File: config.mk
export PLATFORM = sky130hd
export DESIGN_NAME = servo_hall_decoder
export DESIGN_NICKNAME = d
export VERILOG_FILES = /design/src/rtl/servo_hall_pkg.sv /design/src/rtl/servo_hall_filter.sv /design/src/rtl/servo_hall_decoder.sv
export SDC_FILE = /design/constraint.sdc
export NUM_CORES = 1
export LEC_CHECK = 0
export CAP_MARGIN = 20
export CORE_UTILIZATION = 25
export DETAILED_ROUTE_END_ITERATION = 10
export GPL_TIMING_DRIVEN = 0
export PLACE_DENSITY = 0.45
export SLEW_MARGIN = 0
export SYNTH_ARGS = -nofsm -noshare
export SYNTH_HDL_FRONTEND = slang
export SYNTH_SLANG_ARGS = --single-unit
export TNS_END_PERCENT = 50
File: constraint.sdc
create_clock -name clk -period 3.3 [get_ports clk]
set_clock_uncertainty 0.1 [all_clocks]
set_input_delay 0.66 -clock clk [delete_from_list [all_inputs] [get_ports clk]]
set_output_delay 0.66 -clock clk [all_outputs]
set_load 0.01 [all_outputs]
File: src/rtl/servo_hall_pkg.sv
// Shared definitions for the Hall-sensor decoder: sector width, fault bit
// positions and the Hall-code / sector arithmetic helpers.
package servo_hall_pkg;

  localparam int SECTOR_W      = 3;
  localparam int FAULT_INVALID = 0;
  localparam int FAULT_SKIP    = 1;

  // Returns {valid, sector}; 000 and 111 are the two impossible Hall codes.
  function automatic logic [SECTOR_W:0] hall_to_sector(input logic [2:0] code);
    case (code)
      3'b001:  return {1'b1, 3'd0};
      3'b011:  return {1'b1, 3'd1};
      3'b010:  return {1'b1, 3'd2};
      3'b110:  return {1'b1, 3'd3};
      3'b100:  return {1'b1, 3'd4};
      3'b101:  return {1'b1, 3'd5};
      default: return {1'b0, 3'd0};
    endcase
  endfunction

  // (new_s - old_s) mod 6; 3-bit wraparound keeps the borrow case exact.
  function automatic logic [SECTOR_W-1:0] sector_delta(input logic [SECTOR_W-1:0] new_s,
                                                       input logic [SECTOR_W-1:0] old_s);
    if (new_s >= old_s) begin
      return new_s - old_s;
    end else begin
      return new_s + 3'd6 - old_s;
    end
  endfunction

endpackage

File: src/rtl/servo_hall_filter.sv
// Two-flop synchronizer followed by a stability filter; raises a one-cycle
// accept strobe when a code has stayed stable FILTER_LEN cycles and is new.
module servo_hall_filter #(
  parameter int FILTER_LEN = 4
) (
  input  logic       clk,
  input  logic       rst,
  input  logic [2:0] hall,
  output logic [2:0] code,
  output logic       accept
);

  localparam int CW = (FILTER_LEN > 1) ? $clog2(FILTER_LEN) : 1;
  localparam logic [CW-1:0] FMAX = CW'(FILTER_LEN - 1);

  logic [2:0]    sync1;
  logic [2:0]    sync2;
  logic [2:0]    cand;
  logic [2:0]    acc;
  logic [CW-1:0] fcnt;

  // Accept is combinational so the top can register the decode on the same edge.
  always_comb begin
    code   = cand;
    accept = (sync2 == cand) && (fcnt == FMAX) && (cand != acc);
  end

  // Synchronizer, candidate tracking and saturating stability counter.
  always_ff @(posedge clk) begin
    if (rst) begin
      sync1 <= 3'b000;
      sync2 <= 3'b000;
      cand  <= 3'b000;
      acc   <= 3'b000;
      fcnt  <= {CW{1'b0}};
    end else begin
      sync1 <= hall;
      sync2 <= sync1;
      if (sync2 != cand) begin
        cand <= sync2;
        fcnt <= {CW{1'b0}};
      end else if (accept) begin
        acc <= cand;
      end else if (fcnt != FMAX) begin
        fcnt <= fcnt + CW'(1);
      end
    end
  end

endmodule

File: src/rtl/servo_hall_decoder.sv
// Turns raw Hall inputs into filtered sector, direction, step strobe,
// step period, stall indication and sticky fault flags.
module servo_hall_decoder
  import servo_hall_pkg::*;
#(
  parameter int FILTER_LEN = 4,
  parameter int PERIOD_W   = 24
) (
  input  logic                clk,
  input  logic                rst,
  input  logic [2:0]          hall,
  input  logic                fault_clr,
  output logic [SECTOR_W-1:0] sector,
  output logic                sector_valid,
  output logic                dir,
  output logic                step,
  output logic [PERIOD_W-1:0] period,
  output logic                period_valid,
  output logic                stalled,
  output logic [1:0]          fault
);

  localparam logic [PERIOD_W-1:0] PMAX = {PERIOD_W{1'b1}};

  logic [2:0]          code;
  logic                accept;
  logic [SECTOR_W:0]   dec;
  logic [SECTOR_W-1:0] dec_sector;
  logic                dec_valid;
  logic [SECTOR_W-1:0] delta;
  logic                ev_invalid;
  logic                ev_first;
  logic                ev_fwd;
  logic                ev_rev;
  logic                ev_step;
  logic                ev_skip;
  logic                stall_hit;
  logic [1:0]          fault_nxt;
  logic [PERIOD_W-1:0] pcnt;
  logic                chain;

  servo_hall_filter #(.FILTER_LEN(FILTER_LEN)) u_filter (
    .clk    (clk),
    .rst    (rst),
    .hall   (hall),
    .code   (code),
    .accept (accept)
  );

  // Classify the accepted code against the currently held sector.
  always_comb begin
    dec        = hall_to_sector(code);
    dec_valid  = dec[SECTOR_W];
    dec_sector = dec[SECTOR_W-1:0];
    delta      = sector_delta(dec_sector, sector);
    ev_invalid = accept && !dec_valid;
    ev_first   = accept && dec_valid && !sector_valid;
    ev_fwd     = accept && dec_valid && sector_valid && (delta == 3'd1);
    ev_rev     = accept && dec_valid && sector_valid && (delta == 3'd5);
    ev_step    = ev_fwd || ev_rev;
    ev_skip    = accept && dec_valid && sector_valid && !ev_step;
    stall_hit  = !ev_step && !ev_skip && (pcnt == (PMAX - PERIOD_W'(1)));
    // A new fault wins over a simultaneous clear.
    fault_nxt[FAULT_INVALID] = ev_invalid | (fault[FAULT_INVALID] & ~fault_clr);
    fault_nxt[FAULT_SKIP]    = ev_skip    | (fault[FAULT_SKIP]    & ~fault_clr);
  end

  // Sector/direction state, period measurement, stall and fault registers.
  always_ff @(posedge clk) begin
    if (rst) begin
      sector       <= 3'd0;
      sector_valid <= 1'b0;
      dir          <= 1'b0;
      step         <= 1'b0;
      period       <= {PERIOD_W{1'b0}};
      period_valid <= 1'b0;
      stalled      <= 1'b1;
      fault        <= 2'b00;
      pcnt         <= {PERIOD_W{1'b0}};
      chain        <= 1'b0;
    end else begin
      step  <= ev_step;
      fault <= fault_nxt;

      if (ev_invalid) begin
        sector_valid <= 1'b0;
        period_valid <= 1'b0;
        chain        <= 1'b0;
      end else if (ev_first) begin
        sector       <= dec_sector;
        sector_valid <= 1'b1;
      end else if (ev_skip) begin
        sector       <= dec_sector;
        period_valid <= 1'b0;
        chain        <= 1'b0;
      end else if (ev_step) begin
        sector  <= dec_sector;
        dir     <= ev_fwd;
        chain   <= 1'b1;
        stalled <= 1'b0;
        if (chain && (ev_fwd == dir)) begin
          period       <= pcnt + PERIOD_W'(1);
          period_valid <= 1'b1;
        end else begin
          period_valid <= 1'b0;
        end
      end

      // A saturated count cannot yield a true period, so the chain restarts.
      if (stall_hit) begin
        stalled      <= 1'b1;
        period_valid <= 1'b0;
        chain        <= 1'b0;
      end

      if (ev_step || ev_skip) begin
        pcnt <= {PERIOD_W{1'b0}};
      end else if (pcnt != PMAX) begin
        pcnt <= pcnt + PERIOD_W'(1);
      end
    end
  end

endmodule

==> Yosys cells after proc, flatten, opt, wreduce, memory -nomap -nowiden <==
Index checks and enable logic that the tools add are counted.
{ "word_totals": {"reg_bits": 73, "latch_bits": 0, "mem_bits_rw": 0, "rom_bits": 0, "input_bits": 6, "word_cells": 88, "mem_count": 0} }
{ "classes": {"n_addsub": 5, "mul": 0, "div_mod_pow": 0, "n_lt_le_gt_ge": 1, "eq_ne": 16, "shift": 0, "mux": 10, "n_bitwise": 10, "reduce_logical": 31} }
{ "ops": {"columns": ["operator", "count"], "rows": [
  ["$add A24 B1 Y24 const B", 1],
  ["$eq A24 B24 Y1 const B", 1],
  ["$ne A24 B24 Y1 const B", 1],
  ["$pmux W4 S6", 1],
  ["$eq A3 B3 Y1 const B", 4],
  ["$logic_and A1 B1 Y1", 12],
  ["$mux W3", 4],
  ["$reduce_and A2 Y1", 4],
  ["$reduce_or A2 Y1", 4],
  ["$eq A3 B1 Y1 const B", 2],
  ["$eq A3 B2 Y1 const B", 2],
  ["$ne A3 B3 Y1", 2],
  ["$not A1 Y1", 6],
  ["$sub A3 B3 Y3", 2],
  ["$mux W1", 5],
  ["$reduce_and A5 Y1", 1],
  ["$logic_not A1 Y1", 4],
  ["$reduce_and A4 Y1", 1],
  ["$add A3 B3 Y3 const B", 1],
  ["$eq A3 B3 Y1", 1],
  ["$ge A3 B3 Y1", 1],
  ["$reduce_bool A3 Y1", 1],
  ["$reduce_or A3 Y1", 1],
  ["$add A2 B1 Y2 const B", 1],
  ["other kinds (7)", 10]
]} }

==> Logic depth before layout (Yosys ltp) <==
{ "logic_depth": {"depth_word": 14, "mapped_depth": 15, "ltp_nobuf": 12} }

==> Modules after synthesis <==
Synthesis repeated with hierarchy kept, for this count alone.
{ "unflattened": {"cells_unflattened": 401, "hier_area_um2": 3608.5} }
{ "modules_own_cells": {"columns": ["module", "n_inst", "cells_per_inst", "area_per_inst_um2", "seq_area_each_um2"], "rows": [
  ["servo_hall_decoder", 1, 352, 3059.2, 1181.1],
  ["servo_hall_filter", 1, 49, 549.3, 280.3]
]} }

==> Worst setup path after synthesis <==
OpenSTA, ideal clock, no wires.
{ "synth_path": {"path_type": "register to register", "from": "register u_filter.cand[1] (netlist: u_filter.code[1])", "to": "register period[4]", "arrival_ns": 2.654, "t_required_ns": 3.055, "slack_ns": 0.402, "path_stages_with_launch": 14, "n_path_buf": 3, "path_cell_list": "dfxtp_1 -> buf_4 -> xor2_1 -> a21oi_1 -> ha_1 -> fa_1 -> or3b_1 -> o31a_1 -> o211ai_1 -> xor2_2 -> and2_4 -> buf_12 -> buf_12 -> a211oi_2"} }
{ "synth_between": {"elab_chain_cells": 12} }
{ "synth_rtl": {"columns": ["element", "line", "source"], "rows": [
  ["from (decl)", "servo_hall_filter.sv:18", "logic [2:0] cand;"],
  ["from (signal assigned)", "servo_hall_filter.sv:40", "cand <= sync2;"],
  ["$eq A3 B3 Y1, or another cell as far along", "servo_hall_pkg.sv:11", "case (code)"],
  ["$pmux W4 S6", "servo_hall_pkg.sv:11", null],
  ["$add A3 B3 Y3", "servo_hall_pkg.sv:28", "return new_s + 3'd6 - old_s;"],
  ["$sub A3 B3 Y3", "servo_hall_pkg.sv:28", null],
  ["$mux W3", "servo_hall_pkg.sv:25", "if (new_s >= old_s) begin"],
  ["$eq A3 B1 Y1 or $eq A3 B3 Y1 (tied branches)", "servo_hall_decoder.sv:58, servo_hall_decoder.sv:59", null],
  ["$logic_and A1 B1 Y1 (on tied branches)", "servo_hall_decoder.sv:58, servo_hall_decoder.sv:59", null],
  ["$logic_or A1 B1 Y1", "servo_hall_decoder.sv:60", "ev_step = ev_fwd || ev_rev;"],
  ["$logic_not A1 Y1", "servo_hall_decoder.sv:61", "ev_skip = accept && dec_valid && sector_valid && !ev_step;"],
  ["$logic_and A1 B1 Y1", "servo_hall_decoder.sv:61", null],
  ["$not A1 Y1 (no source line)", null, null],
  ["$reduce_and A5 Y1 (no source line) *", null, null],
  ["to (signal assigned)", "servo_hall_decoder.sv:75", "period <= {PERIOD_W{1'b0}};"],
  ["to (signal assigned)", "servo_hall_decoder.sv:102", "period <= pcnt + PERIOD_W'(1);"],
  ["to (decl)", "servo_hall_decoder.sv:17", "output logic [PERIOD_W-1:0] period,"]
]} }
Mark *: on every way between the ends. The rest lies on a longest branch, timed or not.
A chain may end at the register's enable or synchronous reset.

==> Final worst setup path <==
Same ends and word-level chain as after synthesis.

==> reports/results.ini <==
[final_layout]
drive_gt1_share_pct = 13.8
utilization_pct = 33.3
finalInstanceArea_sq_um = 4290
n_antenna_cell = 0
area_delta_synth_final_pct = 27.7
final_nets = 416

[floorplanning]
die-height_um = 118
start_util_pct = 26.1
die_area_sq_um = 13900
num_io_pins = 40
row_count = 41
core_sq_um = 12900
die_x_um = 118

[power]
peakVddDrop_mv = 0.230
p_per_area_nw_per_um2 = 451
p_leak_uw = 0.00146

[placed_design]
dpl.hpwl_mm = 5.45
io_buffer_count = 39
gp_congestion = 0.772
placed_area_sq_um = 3970

[yosys]
synthTopCellsByCount = dfxtp_1, a21oi_1, nor2_1
muxShareOfSynthArea_pct = 1.49
synth_area_sq_um = 3360
synth_largest_area_cell = dfxtp_1
synth.top_cell.area_share_pct = 43.5
ys_top_cells_by_area = dfxtp_1, a21oi_1, a211oi_2
synth_xor_area_share_pct = 8.83
yosys.area_share.simple_pct = 16.7
yosysWarnings = 0
synth_fa_ha_area_share_pct = 3.58
synth_top_family_by_area = compound AO/OA/AOI/OAI gates
ys_types = 47
ys_seq_area_share_pct = 43.5
synthArstFlopShare_pct = 0
synth-compound-area-share_pct = 19.9
syn_nets = 364
synth_edf_count = 0
yosysMostFrequentCell = dfxtp_1
ys.flop_type = dfxtp_1
postSynthCellCount = 349
postSynthAreaPerCell_sq_um = 9.63
ys_seq_elements = 73

[setup_path]
end_kind = register
arrival_ps = 3260
path_max_fanout = 10
cp.required_ps = 3450
start_kind = register
crit_type = reg -> reg

[drt]
drtIter0Drc = 123
wire_per_inst_um = 13.0
wirelength_mm = 7.52
vias = 2588
drc = 0
ant_nets = 0
dr.pass1.iters = 4
via_per_inst = 4.48

[timing]
hold_viol_final = 0
clock.fmax_ghz = 0.322
setup_tns_ps = 0
rsz0062_at_grt = false
max_slew_margin_pct = 52.5
tightest_slew_ps = 712
period_share_pct = 94.2
setup_viol = 0
finalMaxSlewViolations = 0
fin_crit_ps = 3110

[cts]
clock_sinks = 73
worstSkewPairLatency_ps = 330
ctsHoldBuffers = 0
cts_tree = yes
cts_max_level = 3
path_clk_slew_ps = 50
ctsLongestPathBuffers = 2
cts_root_buf = clkbuf_16
cts_buffers = 9

[grt]
grt_max_degree = 12
antenna_found_initial = 0
grt_pass1_wl_mm = 12.4
grt_usage_pct = 11.3
grt_pass1_vias = 2534
globalRouteOverflowTotal = 0

[hold_path]
hold_path_class = reg -> reg

[flow_run]
maxCapViolCount = 0

[status]
status = finished, final reports clean

final cells by class:
class | count | area, sq um
Fill cell | 1332 | 8590
Multi-Input combinational cell | 246 | 1710
Sequential cell | 73 | 1460
Timing Repair Buffer | 41 | 405
Clock buffer | 13 | 250
Tap cell | 172 | 215
Buffer | 22 | 178
Clock inverter | 3 | 40.0
Inverter | 8 | 30.0
power breakdown:
group	total [uW]	internal [uW]	switching (uW)
sequential	900	892	8.16
combinational	77.4	31.4	45.9
clock	956	604	352
worst max-delay path: stages, from the launching register on:
cell and delay (ps):
dfxtp_1 330, buf_6 150, xor2_2 150, a21oi_1 90
ha_1 220, fa_1 400, or3b_1 370, o31a_1 120
o211ai_1 200, xor2_2 110, buf_4 170, and2_4 140
buf_12 130, buf_12 140, a211oi_2 200
layer usage:
metal  track usage, %  part of all wire, %  wire length [um]
met1             15.2                   52              3890
met2             17.1                   43              3270
met3             2.96                  3.0               229
met4             4.89                  1.7               126
met5                0                    0                 0
sequential cells by signal (all words and copies together) (netlist names):
register	cells
pcnt	24
period	24
sector	3
u_filter.acc	3
u_filter.code	3
u_filter.sync1	3
u_filter.sync2	3
fault	2
u_filter.fcnt	2
chain	1
dir	1
period_valid	1
sector_valid	1
stalled	1
step	1
metrics by stage:
stage,cells,setup slack [ps],hold WS (ps),total power (uW)
floorplan,349,402,314,971
finish,578,190,335,1930
global route,578,22.5,360,2020
detailed placement,560,3.39,325,995
global placement,560,40.7,322,994
CTS,578,88.2,337,1970
what timing repair did:
action,CTS,global route
resized for setup,0,4
pin swaps,1,0
setup buffers,2,0
setup endpoints to repair,6,22
cells in the final DEF, fill, tap and decap left out, types with 2 or more instances in the layout:
master and n:
buf_2 4, nand2_1 22, and2_1 2, a211oi_1 6, or3_1 4, a32oi_1 2, buf_6 5, clkbuf_1 12
dfxtp_1 73, a21oi_1 53, clkbuf_16 9, inv_1 8, nor3_1 4, and3_1 8, mux2i_1 5, xor2_1 15
clkinv_2 2, clkdlybuf4s50_1 39, nor4_1 2, xnor2_1 16, ha_1 8, buf_4 2, nor2_1 26, nand2b_1 3
nor2b_1 11, xor2_2 2, buf_12 3, nand4_1 2, nand3_1 12, a211oi_2 20, a22oi_1 3
cells by family after synthesis:
kind of cell               Yosys count
xor gates and xnor gates            33
muxes                                5
and+or+nand+nor                    106
DFF                                 73
buffers and inverters               30
adders and majority gates            9
AOI/OAI and AO/OA                   93
worst paths after layout:
check                                startpoint                      endpoint  slack, ps  cells after the start
setup / recovery  u_filter.code[1]$_SDFFE_PP0P_        period[4]$_SDFFE_PP0P_        190                     14
setup reg to reg  u_filter.code[1]$_SDFFE_PP0P_        period[4]$_SDFFE_PP0P_        190                     14
hold reg to reg    u_filter.sync1[0]$_SDFF_PP0_  u_filter.sync2[0]$_SDFF_PP0_        340                      1
hold / removal     u_filter.sync1[0]$_SDFF_PP0_  u_filter.sync2[0]$_SDFF_PP0_        340                      1
Note: power is estimated with default switching activity, not from simulation.
